[src/rtl/mul_op_sequencer.sv]
// Operand front-end for the shift/add multiplier: loads A/B over the shared bus,
// kicks the control FSM, waits for eqz (or a timeout) and returns P over valid/ready.
module mul_op_sequencer #(
  parameter int WIDTH   = 15,
  parameter int TIMEOUT = 32800
) (
  input  logic             clk,
  input  logic             rst,
  input  logic             in_valid,
  output logic             in_ready,
  input  logic [WIDTH-1:0] in_a,
  input  logic [WIDTH-1:0] in_b,
  output logic [WIDTH-1:0] bus_out,
  output logic             ld_a,
  output logic             ld_b,
  output logic             clr_p,
  output logic             start,
  input  logic             eqz,
  input  logic [WIDTH-1:0] p_in,
  output logic             res_valid,
  input  logic             res_ready,
  output logic [WIDTH-1:0] res_data,
  output logic             res_err
);

  typedef enum logic [2:0] {
    IDLE, LOAD_A, LOAD_B, CLEAR, START, WAIT, SETTLE, RESULT
  } state_t;

  localparam logic [15:0] CNT_LAST = 16'(TIMEOUT - 1);

  state_t           state, state_nx;
  logic [15:0]      cnt, cnt_nx;
  logic [WIDTH-1:0] a_q, a_nx, b_q, b_nx, data_nx;
  logic             err_nx;

  always_ff @(posedge clk) begin
    if (!rst) begin
      state    <= IDLE;
      cnt      <= '0;
      a_q      <= '0;
      b_q      <= '0;
      res_data <= '0;
      res_err  <= 1'b0;
    end else begin
      state    <= state_nx;
      cnt      <= cnt_nx;
      a_q      <= a_nx;
      b_q      <= b_nx;
      res_data <= data_nx;
      res_err  <= err_nx;
    end
  end

  always_comb begin
    state_nx  = state;
    cnt_nx    = cnt;
    a_nx      = a_q;
    b_nx      = b_q;
    data_nx   = res_data;
    err_nx    = res_err;
    in_ready  = 1'b0;
    bus_out   = '0;
    ld_a      = 1'b0;
    ld_b      = 1'b0;
    clr_p     = 1'b0;
    start     = 1'b0;
    res_valid = 1'b0;
    case (state)
      IDLE: begin
        in_ready = rst;
        if (in_valid && rst) begin
          a_nx = in_a;
          b_nx = in_b;
          // B==0 needs no datapath work: answer directly
          if (in_b == '0) begin
            data_nx  = '0;
            err_nx   = 1'b0;
            state_nx = RESULT;
          end else begin
            state_nx = LOAD_A;
          end
        end
      end
      LOAD_A: begin
        bus_out  = a_q;
        ld_a     = 1'b1;
        state_nx = LOAD_B;
      end
      LOAD_B: begin
        bus_out  = b_q;
        ld_b     = 1'b1;
        state_nx = CLEAR;
      end
      CLEAR: begin
        clr_p    = 1'b1;
        state_nx = START;
      end
      START: begin
        start    = 1'b1;
        cnt_nx   = '0;
        state_nx = WAIT;
      end
      WAIT: begin
        // first WAIT cycle (cnt==0) still sees eqz from before the controller ran
        if (cnt != '0 && eqz) begin
          state_nx = SETTLE;
        end else if (cnt == CNT_LAST) begin
          data_nx  = p_in;
          err_nx   = 1'b1;
          state_nx = RESULT;
        end else begin
          cnt_nx = cnt + 16'd1;
        end
      end
      SETTLE: begin
        data_nx  = p_in;
        err_nx   = 1'b0;
        state_nx = RESULT;
      end
      RESULT: begin
        res_valid = 1'b1;
        if (res_ready) state_nx = IDLE;
      end
      default: state_nx = IDLE;
    endcase
  end

endmodule

[config.mk]
export PLATFORM = sky130hd
export DESIGN_NAME = mul_op_sequencer
export DESIGN_NICKNAME = d
export VERILOG_FILES = /design/src/rtl/mul_op_sequencer.sv
export SDC_FILE = /design/constraint.sdc
export NUM_CORES = 1
export LEC_CHECK = 0
export CAP_MARGIN = 20
export CORE_ASPECT_RATIO = 2
export CORE_UTILIZATION = 47
export CTS_CLUSTER_DIAMETER = 60
export DETAILED_ROUTE_END_ITERATION = 10
export PLACE_DENSITY = 0.77
export SLEW_MARGIN = 20
export SYNTH_ARGS = -nofsm -noshare
export SYNTH_HDL_FRONTEND = slang
export SYNTH_SLANG_ARGS = --single-unit
[constraint.sdc]
create_clock -name clk -period 2.36 [get_ports clk]
set_input_delay 0.472 -clock clk [delete_from_list [all_inputs] [get_ports clk]]
set_output_delay 0.472 -clock clk [all_outputs]
set_load 0.01 [all_outputs]
# [Word level (Yosys, flattened, before mapping)]
# Index checks and enable logic that the tools add are counted.
[op_classes] mul=0 bitwise=0 n_lt_le_gt_ge=0 mux=26 shift=0 n_div=0 eq_ne=15 reduce_logical=11 addsub=1
[ops] operator="2-to-1 mux 15 bit" count=4
[ops] operator="one-hot mux 15 bit (3 select lines)" count=1
[ops] operator="2-to-1 mux 16 bit" count=2
[ops] operator="one-hot mux 16 bit (2 select lines)" count=1
[ops] operator="one-hot mux 15 bit (2 select lines)" count=1
[ops] operator="one-hot mux 3 bit (8 select lines)" count=1
[ops] operator="adder 16 x 1 -> 16 bit (second input constant)" count=1
[ops] operator="equality test 16 bit (second input constant)" count=1
[ops] operator="nonzero test 16 bit" count=1
[ops] operator="logical NOT 15 bit" count=1
[ops] operator="2-to-1 mux 3 bit" count=5
[ops] operator="equality test 3 bit (second input constant)" count=4
[ops] operator="inequality test 2 bit (second input constant)" count=6
[ops] operator="2-to-1 mux 1 bit" count=10
[ops] operator="equality test 3 x 2 -> 1 bit (second input constant)" count=2
[ops] operator="AND reduction 3 bit" count=2
[ops] operator="AND reduction 5 bit" count=1
[ops] operator="equality test 3 x 1 -> 1 bit (second input constant)" count=1
[ops] operator="logical NOT 3 bit" count=1
[ops] operator="inequality test 3 bit (second input constant)" count=1
[ops] operator="one-hot mux 1 bit (3 select lines)" count=1
[ops] operator="nonzero test 3 bit" count=1
[ops] operator="logical AND 1 bit" count=2
[ops] operator="AND reduction 2 bit" count=1
[ops] operator="nonzero test 2 bit" count=1
[word_totals] romBits=0 latch_bits=0 in_bits=50 word_cells=59 out_inout_bits=37 register_bits=65 mem_bits_rw=0 n_memories=0

# [Logic depth before layout (Yosys ltp)]
[depth] word_depth=4 mapped_depth=8 ltp_nobuf=7

# [Worst setup path before layout]
# OpenSTA, ideal clock, no wires.
[synth_path] path_kind="flip-flop to output port" startpoint="register state[0]" endpoint="output port bus_out[0]" stages_incl_launch_ff=6 path_buffers=2 path_slack_ns=0.423 arrival_time_ns=1.465 t_required_ns=1.888 cell_sequence="dfxtp_1 -> buf_2 -> nand2b_1 -> nor2_1 -> clkbuf_1 -> a22o_1"
[synth_via] elab_chain_len=2 word_cells_on_any_way=3 cone_classes="eq/ne (2); mux (1)"
[synth_rtl] element="from (decl)" line="32" rtl="state_t state, state_nx;"
[synth_rtl] element="from (signal assigned)" line="46" rtl="state <= state_nx;"
[synth_rtl] element="equality test 3 x 2 -> 1 bit or equality test 3 x 1 -> 1 bit (tied branches)" line="69" rtl="case (state)"
[synth_rtl] element="one-hot mux 15 bit (2 select lines) *" line="69"
[synth_rtl] element="to (decl)" line="13" rtl="output logic [WIDTH-1:0] bus_out,"
# Every way passes the cells marked *; elsewhere a longest branch is shown, timed or not.

# [Worst setup path in the final report]
[layout_path] startpoint="register state[0]" endpoint="output port ld_b"
[layout_via] elab_chain_len=2
[layout_rtl] element="equality test 3 x 2 -> 1 bit" line="69"
[layout_rtl] element="2-to-1 mux 1 bit" line="69"
[layout_rtl] element="to (decl)" line="15" rtl="output logic ld_b,"
# No other way between the ends.

==> impl_metrics.toml <==
[outcome]
outcome = "finished clean"

[final_layout]
fin_nets = 528
final_common_cell = "nand2_1"
drive_gt1_frac = 0.104
final_cell_mix = "nand2_1 (79), clkdlybuf4s50_1 (69), dfxtp_1 (62), o21ai_0 (52), nand3_1 (28)"
finalCoreUtilization = 0.713
diodes = 0
area_growth_pct = 47.8
final_cells = 566

[yosys]
synth.distinct_cells = 37
ys_ff_latch = 65
syn_area_sq_um = 3020
ys_seq_area_frac = 0.431
syn_inst = 381
synth_flop_cell = "dfxtp_1"
syn_nets = 433
synthArstFlopShare = 0
synth_edf_count = 0
syn_avg_cell_area_sq_um = 7.92
ys_warn_count = 0

[global_route]
antenna_found_initial = 0
overflow = 0
grt_usage = 0.263
grt_pass1_vias = 2950
grt_pass1_wl_um = 13500
grt_max_degree = 61

[critical_path]
critPathBufInv = 3
crit_path_max_incr_delay_ps = 530
start_kind = "flop"
cp_cell_sequence = "nand2b_1, nor2_2, buf_6, buf_4, clkdlybuf4s50_1"
crit_fanout = 10
crit_family = "buffers and inverters"
critPathSlowestCell = "clkdlybuf4s50_1"
crit_type = "reg2out"
crit_arrival_ps = 1850
cp.required_ps = 1890
crit_path_end_kind = "output port"

[timing]
slew_viol_final = 0
worstMarginPinSlew_ps = 504
setup_tns_ps = 0
rsz0062_at_grt = "true"
skew_ps = 3.76
worst_slack_ps = 39.2
timing.fmax_mhz = 431
hold_violations = 0
relSlewSlack = 0.661
setup_viol = 0
post-route-min-period_ps = 2320
fin_crit_sh = 0.983

[power]
power.density_nw_per_um2 = 646
total_power_uw = 2880
cellLeakagePower_uw = 0.00191
vdd_ir_drop_max_uv = 417

[clock_tree]
cts_buffers = 9
numClockSinks = 65
clk_latency_ps = 330
clk_pin_slew_ps = 50
tritoncts = "done"
cts_hold_buf = 0
root_buffer = "clkbuf_16"
clockBufferDepth = 2
htreeDepth = 3

[placement]
portBuffers = 86
placed_cells_incl_taps = 545
place.gp.congestion = 0.849
dp_hpwl_um = 5810
pre_cts_slack_ps = 126

[die]
die-area_sq_um = 6760
rows = 41
dieWidth_um = 58.7
core_area_sq_um = 6260
ios = 87
initial_utilization = 0.482
die-height_um = 115

[routing]
vias = 3135
routedWlPerCell_um = 15.1
dr.pass1.iters = 4
drcViolationCount = 0
drt_iter0_markers = 125
routed_via_density = 5.54
ant_nets = 0
wirelength_um = 8570

[run]
maxCapViolCount = 0

[hold_path]
holdCritPathClass = "reg2reg"
[cell usage after synthesis, types with 3 or more instances]
cell type  instances  area, sq um
inv_1              6         22.5
nor3_1             4         20.0
nand2_1           79          297
and2_1             3         18.8
and4_1             3         26.3
and3_1             5         31.3
nor4_1             3         18.8
a2111o_1           7         78.8
nand3_1           28          140
a22o_1            16          140
clkbuf_1          24         90.1
dfxtp_1           65         1300
a21oi_1           23          115
or3_1              7         43.8
mux2i_1            3         30.0
a211oi_1           3         22.5
o21ai_0           52          260
nor2_1            14         52.6
o2111ai_1          7         61.3
nand4_1            4         25.0
[flip-flops by register name, summed over array words and instances, names as in the netlist]
signal / cells
a_q: 15
cnt: 16
res_data: 15
state: 3
res_err: 1
b_q: 15
[final cells by class]
cell class,instances,area [sq um]
clock buffer,12,246
clock inverter,3,65.1
fill,527,1800
inverter,6,22.5
multi-input combinational,283,1600
sequential,65,1310
tap,86,108
timing repair buffer,111,1110
[repair_timing]
item | in CTS | in global routing
setup endpoints to repair | 16 | 20
cloned | 1 | 1
hold endpoints to repair | 0 | 0
setup buffers | 1 | 3
gates resized for setup | 10 | 20
[final timing paths]
check / from / endpoint / slack [ps] / cells past startpoint
max: state[0] / ld_b / 40 / 5
min: b_q[2] / b_q[2] / 460 / 2
max reg2reg: cnt[0] / cnt[6] / 200 / 7
min reg2reg: b_q[2] / b_q[2] / 460 / 2
[power by group]
group,total [uW],leakage [uW],internal (uW),switching (uW)
clock network,1390,0.000153,945,448
logic,309,0.00122,166,143
registers,1180,0.000530,1150,31.3
total,2880,0.00191,2260,623
[per-layer routing]
layer,vias to the layer above,GRT usage,wire (um)
met2,98,0.496,4860
li1,1568,-,-
met1,1460,0.265,3200
met5,-,0,0
met4,0,0.108,107
met3,9,0.0652,415
[tightest hold or removal path: cells and delay by family, from the launching register on]
| kind | cells | cell delay, ps |
|---|---|---|
| AO/OA/AOI/OAI | 1 | 60 |
| flip-flops | 1 | 300 |
| AND/OR/NAND/NOR | 1 | 50 |
[through the flow]
stage | instance area (sq um) | hold WS (ps)
final | 4460 | 456
after global routing | 4460 | 476
after CTS | 4380 | 459
after detailed placement | 4040 | 450
after global placement | 4040 | 445
after floorplan | 3020 | 436
[cell families (layout without fill, tap and decap cells)]
kind of cell	count (synthesis)	count (layout)	share of synthesized area
muxes	5	5	0.0174
adders and majority gates	2	2	0.00829
DFF	65	65	0.431
AOI/OAI and AO/OA	118	118	0.254
and+or+nand+nor	158	158	0.245
buffers and inverters	33	132	0.0444
No activity file was read; power rests on OpenSTA's default activity.
==> edit 1, RTL diff (same settings) <==
`WIDTH`: 15 -> 13.
--- a/src/rtl/mul_op_sequencer.sv
+++ b/src/rtl/mul_op_sequencer.sv
@@ -3,3 +3,3 @@
 module mul_op_sequencer #(
-  parameter int WIDTH   = 15,
+  parameter int WIDTH   = 13,
   parameter int TIMEOUT = 32800
Ports: changed (5 resized); port bits go from 87 to 77. The function was not compared with the original's and may differ.
==> edit 1 against the original RTL <==
Wire length fell by 4.8%. Critical path type is now in2out. Highest routed layer unchanged. Cell area down 8.3%. Critical path depth is 2 lower. Area after synthesis decreased by 7.5%. Sequential cell count shrank 6. Worst setup slack improved by 0.022 ns. Global-route usage fell by 0.91 points.
Power is not compared: it rests on default switching activity, and its combinational part moved more than twofold at a synthesized area within 25%.
==> edit 1: results (changes against the original RTL) <==
GRT
  • Vias in the first global route: 2761 (was 2950)
  • First-pass GRT wire length: 12400 um (was 13500 um)
  • Largest net degree at the start of global routing: 44 (was 61)
  • Total global-route track usage: 25.4% (was 26.3%)
  • Grt met1 use: 23.6% (was 26.5%)
  • Global routing usage on met2: 47.8% (was 49.6%)
  • GR met3 Demand/Resource: 7.58% (was 6.52%)

Detailed routing
  • Post-DR vias/cell: 5.74 (was 5.54)
  • Drt first-iter violations: 114 (was 125)
  • Total length of routed met3 wires: 330 um (was 415 um)
  • Met2 wire length: 4720 um (was 4860 um)
  • Post-Route WL: 8160 um (was 8570 um)
  • Post-DR wirelength/cell: 16.6 um (was 15.1 um)
  • Post-Route M1 WL: 2850 um (was 3200 um)

Layout
  • Filler cell count: 451 (was 527)

Placement
  • Post-DP Area: 3630 um2 (was 4040 um2)
  • Dpl cells: 469 (was 545)
  • Placer Congestion: 0.887 (was 0.849)
  • Pre-CTS setup slack: 0.0672 ns (was 0.126 ns)
  • DP HPWL: 5570 um (was 5810 um)
  • PortBufs: 76 (was 86)

Synth
  • Top cells by area, synth: dfxtp_1 42%, nand2_1 13%, nand3_1 5.7% (was dfxtp_1 43%, nand2_1 9.8%, o21ai_0 8.6%)
  • XOR/XNOR share of the synthesized area: 2.20% (was 0%)
  • Post-Synth Adder-Cell Area: 0.897% (was 0.829%)
  • Avg Inst Size Synth: 8.23 um2 (was 7.92 um2)
  • Compound-Gate Fraction of Synth Area: 12.4% (was 25.4%)
  • Post-synthesis sequential area ratio: 42.3% (was 43.1%)
  • Post-synth net total: 385 (was 433)
  • Synth top cells by count: 95 x nand2_1, 59 x dfxtp_1, 32 x nand3_1 (was 79 x nand2_1, 65 x dfxtp_1, 52 x o21ai_0)
  • Synth cell types: 48 (was 37)
  • Mux contribution to synthesized area: 4.66% (was 1.74%)

Critical path
  • Crit-path max cell delay: 0.60 ns (was 0.53 ns)
  • Crit path DAT: 1.83 ns (was 1.85 ns)
  • Crit-path max FO: 3 (was 10)

Pwr
  • Maximum VDD drop: 842 uV

Clock tree
  • Setup repair bufs after CTS: 0 (was 1)
  • Gates resized, CTS repair: 1 (was 10)

STA
  • Worst-Margin Slew: 0.457 ns (was 0.504 ns)

Status
  • Outcome: complete, no violations (unchanged)
## edit 1: worst register-to-register path: stages (launching register included)
cell     delay (ns)
dfxtp_1        0.36
inv_1          0.10
ha_1           0.15
nor4b_2        0.28
nand4_2        0.24
a211o_1        0.43
or3_1          0.37
a21oi_1        0.14
## edit 1: logic make-up after synthesis
kind of cell,after synthesis
simple gates,184
flops,59
compound gates,47
buf+inv,27
mux,13
xor+xnor,7
fa+ha+maj,2
## edit 1: final cells by class
cell class                      instances  area [um2]  share of cell area, %
Clock inverter                          4        97.6                   2.39
Sequential cell                        59        1190                   29.0
Tap cell                               61        76.3                   1.87
Inverter                                7        26.3                  0.643
Multi-Input combinational cell        253        1500                   36.8
Clock buffer                           11         253                   6.18
Timing Repair Buffer                   97         943                   23.1
## edit 1: path summary, 6_finish.rpt
path,start,to,slack [ns],cells past startpoint
setup reg to reg,cnt[0],cnt[15],0.23,7
hold reg to reg,res_data[9],res_data[9],0.46,2
setup / recovery,rst,in_ready,0.06,3
hold / removal,res_data[9],res_data[9],0.46,2
==> edit 2, RTL diff (config.mk and constraints unchanged) <==
Without the edit above. `a_q`, `b_q` and `res_data` no longer have a reset.
--- a/src/rtl/mul_op_sequencer.sv
+++ b/src/rtl/mul_op_sequencer.sv
@@ -40,5 +40,2 @@
       cnt      <= '0;
-      a_q      <= '0;
-      b_q      <= '0;
-      res_data <= '0;
       res_err  <= 1'b0;
@@ -47,7 +44,10 @@
       cnt      <= cnt_nx;
-      a_q      <= a_nx;
-      b_q      <= b_nx;
-      res_data <= data_nx;
       res_err  <= err_nx;
     end
+  end
+
+  always_ff @(posedge clk) begin
+    a_q      <= a_nx;
+    b_q      <= b_nx;
+    res_data <= data_nx;
   end
Function: differs if rst is asserted again (counterexample within 10 cycles, from zero or initial values and one cycle with rst low); with rst held inactive, the same outputs for 10 cycles.
==> edit 2 against the original RTL <==
The run now ends with design-rule violations left. Combinational power grew 30%. Largest cell class is now sequential cells. Non-clock buffer count shrank 6. Area after synthesis shrank 3.9%. Utilization grew 0.51 points. Sequential cell count is the same. Power grew 7.8%. Sequential power grew 9%. Register-to-register slack gained 0.15 ns. Worst setup slack lost 0.0097 ns. Largest power group unchanged. Via count shrank 27%. Wire length shrank 22%. Highest routed layer unchanged. Cell area shrank 4.2%.
==> edit 2: results (changes against the original RTL) <==
Pwr
  • Maximum VDD drop: 492 uV (was 417 uV)
  • Static Leak: 1.63 nW (was 1.91 nW)

GRT
  • First-pass GRT wire length: 10500 um (was 13500 um)
  • Largest net degree at the start of global routing: 24 (was 61)
  • Total global-route track usage: 22.1% (was 26.3%)
  • Vias in the first global route: 2241 (was 2950)
  • Initial antenna violation count: 0 (unchanged)

Synth
  • Post-synth net total: 290 (was 433)
  • Synth top cells by count: 45 x edfxtp_1, 20 x and3_1, 20 x dfxtp_1 (was 79 x nand2_1, 65 x dfxtp_1, 52 x o21ai_0)
  • Compound-Gate Fraction of Synth Area: 12.3% (was 25.4%)
  • Post-synthesis sequential area ratio: 60.4% (was 43.1%)
  • Synth Warn #: 0 (unchanged)
  • Mux contribution to synthesized area: 0.345% (was 1.74%)
  • FFs w/ async S/R, synth: 0% (unchanged)
  • Top cells by area, synth: edfxtp_1 47%, dfxtp_1 14%, a22o_1 4.5% (was dfxtp_1 43%, nand2_1 9.8%, o21ai_0 8.6%)
  • Post-synth EDFFs: 45 (was 0)
  • Post-Synth Adder-Cell Area: 0.863% (was 0.829%)
  • XOR/XNOR share of the synthesized area: 3.02% (was 0%)
  • Synth cell types: 42 (was 37)

Detailed routing
  • Drt first-iter violations: 94 (was 125)
  • Pre-Repair DR Iteration Count: 7 (was 4)
  • Post-Route WL: 6720 um (was 8570 um)
  • # DRC: 6 (was 0)
  • Post-DR vias/cell: 5.60 (was 5.54)

STA
  • Final Hold Fails: 0 (unchanged)
  • Worst-Margin Slew: 0.456 ns (was 0.504 ns)
  • Final TNS setup: 0 ns (unchanged)
  • Clock skew: 0.00382 ns (was 0.00376 ns)

Clock tree
  • Htree depth: 3 (unchanged)
  • Setup repair bufs after CTS: 0 (was 1)
  • Later-pin clock latency in the skew report: 0.33 ns (about the same)
  • Root buffer cell: clkbuf_16 (unchanged)
  • Clk buf depth: 2 (unchanged)
  • Reg clk slew, reported paths: 0.05 ns (about the same)
  • CTS Buf Count: 9 (unchanged)

Placement
  • DP HPWL: 4950 um (was 5810 um)
  • Placer Congestion: 0.782 (was 0.849)
  • PortBufs: 86 (unchanged)
  • Pre-CTS setup slack: -0.0906 ns (was 0.126 ns)

Critical path
  • R2R cell count: 7 (unchanged)
  • Crit-path max FO: 7 (was 10)
  • Crit path DAT: 1.86 ns

Layout
  • Share of layout cells above drive strength 1: 14.0% (was 10.4%)
  • Biggest register: cnt (unchanged)
  • Filler cell count: 417 (was 527)
  • Antenna fix cells: 0 (unchanged)
  • Nets@finish: 390 (was 528)
  • Max FFs per register: 16 (unchanged)

Status
  • Outcome: complete, but fails checks (was complete, no violations)
  • Failing checks: design-rule violations

Hold path
  • HP Class: reg2reg (unchanged)
  • Hold depth: 2 (unchanged)
edit 2: timing repair:
item                                    in CTS  in global routing
gates cloned                                 0                  0
resized for setup                            6                  0
endpoints found under the setup margin      17                 16
edit 2: cell families after synthesis:
logic type | after synthesis
buf+inv | 25
simple gates | 91
xor+xnor | 10
fa+ha+maj | 2
compound gates | 44
flops | 65
mux | 1
edit 2: worst max-delay path: stages, from the launching register on:
cell	delay [ns]
dfxtp_2	0.39
or3b_2	0.54
inv_1	0.08
clkdlybuf4s50_1	0.53
edit 2: routing by layer:
layer / wire length [um] / global-route usage [%] / share of wire [%] / up-vias
li1: - / - / - / 1102
met1: 2350 / 21.3 / 35 / 1086
met2: 3880 / 40.9 / 58 / 71
met3: 303 / 5.49 / 4.5 / 14
met4: 195 / 12.0 / 2.9 / 0
met5: 0 / 0 / 0 / -
edit 2: power breakdown:
part           leakage, nW  total (mW)  internal (mW)  switching (mW)
sequential           0.606        1.29           1.27          0.0214
clock                0.157        1.42          0.978           0.438
combinational        0.865       0.403          0.227           0.177
edit 2: metrics by stage:
| stage | util (%) | cells | instance area [um2] |
|---|---|---|---|
| global route | 71.8 | 406 | 4270 |
| finish | 71.8 | 406 | 4270 |
| floorplan | - | 238 | 2910 |
| detailed placement | 66.1 | 390 | 3940 |
| global placement | 66.1 | 390 | 3940 |
| CTS | 71.8 | 406 | 4270 |
edit 2: path summary, 6_finish.rpt:
| check | from | endpoint | slack (ns) |
|---|---|---|---|
| worst max-delay path | state[2] | start | 0.03 |
| worst min-delay path | cnt[1] | cnt[1] | 0.51 |
| worst max register to register | cnt[0] | cnt[3] | 0.35 |
| worst min register to register | cnt[1] | cnt[1] | 0.51 |
edit 2: cell type report:
cell class              count  area share [%]
repair buffers            105            23.9
flip-flops and latches     65            41.1
well taps                  63            1.84
inverters                   9           0.790
multi-input cells         148            24.7
clock inverters             3            1.49
clock buffers              13            6.09
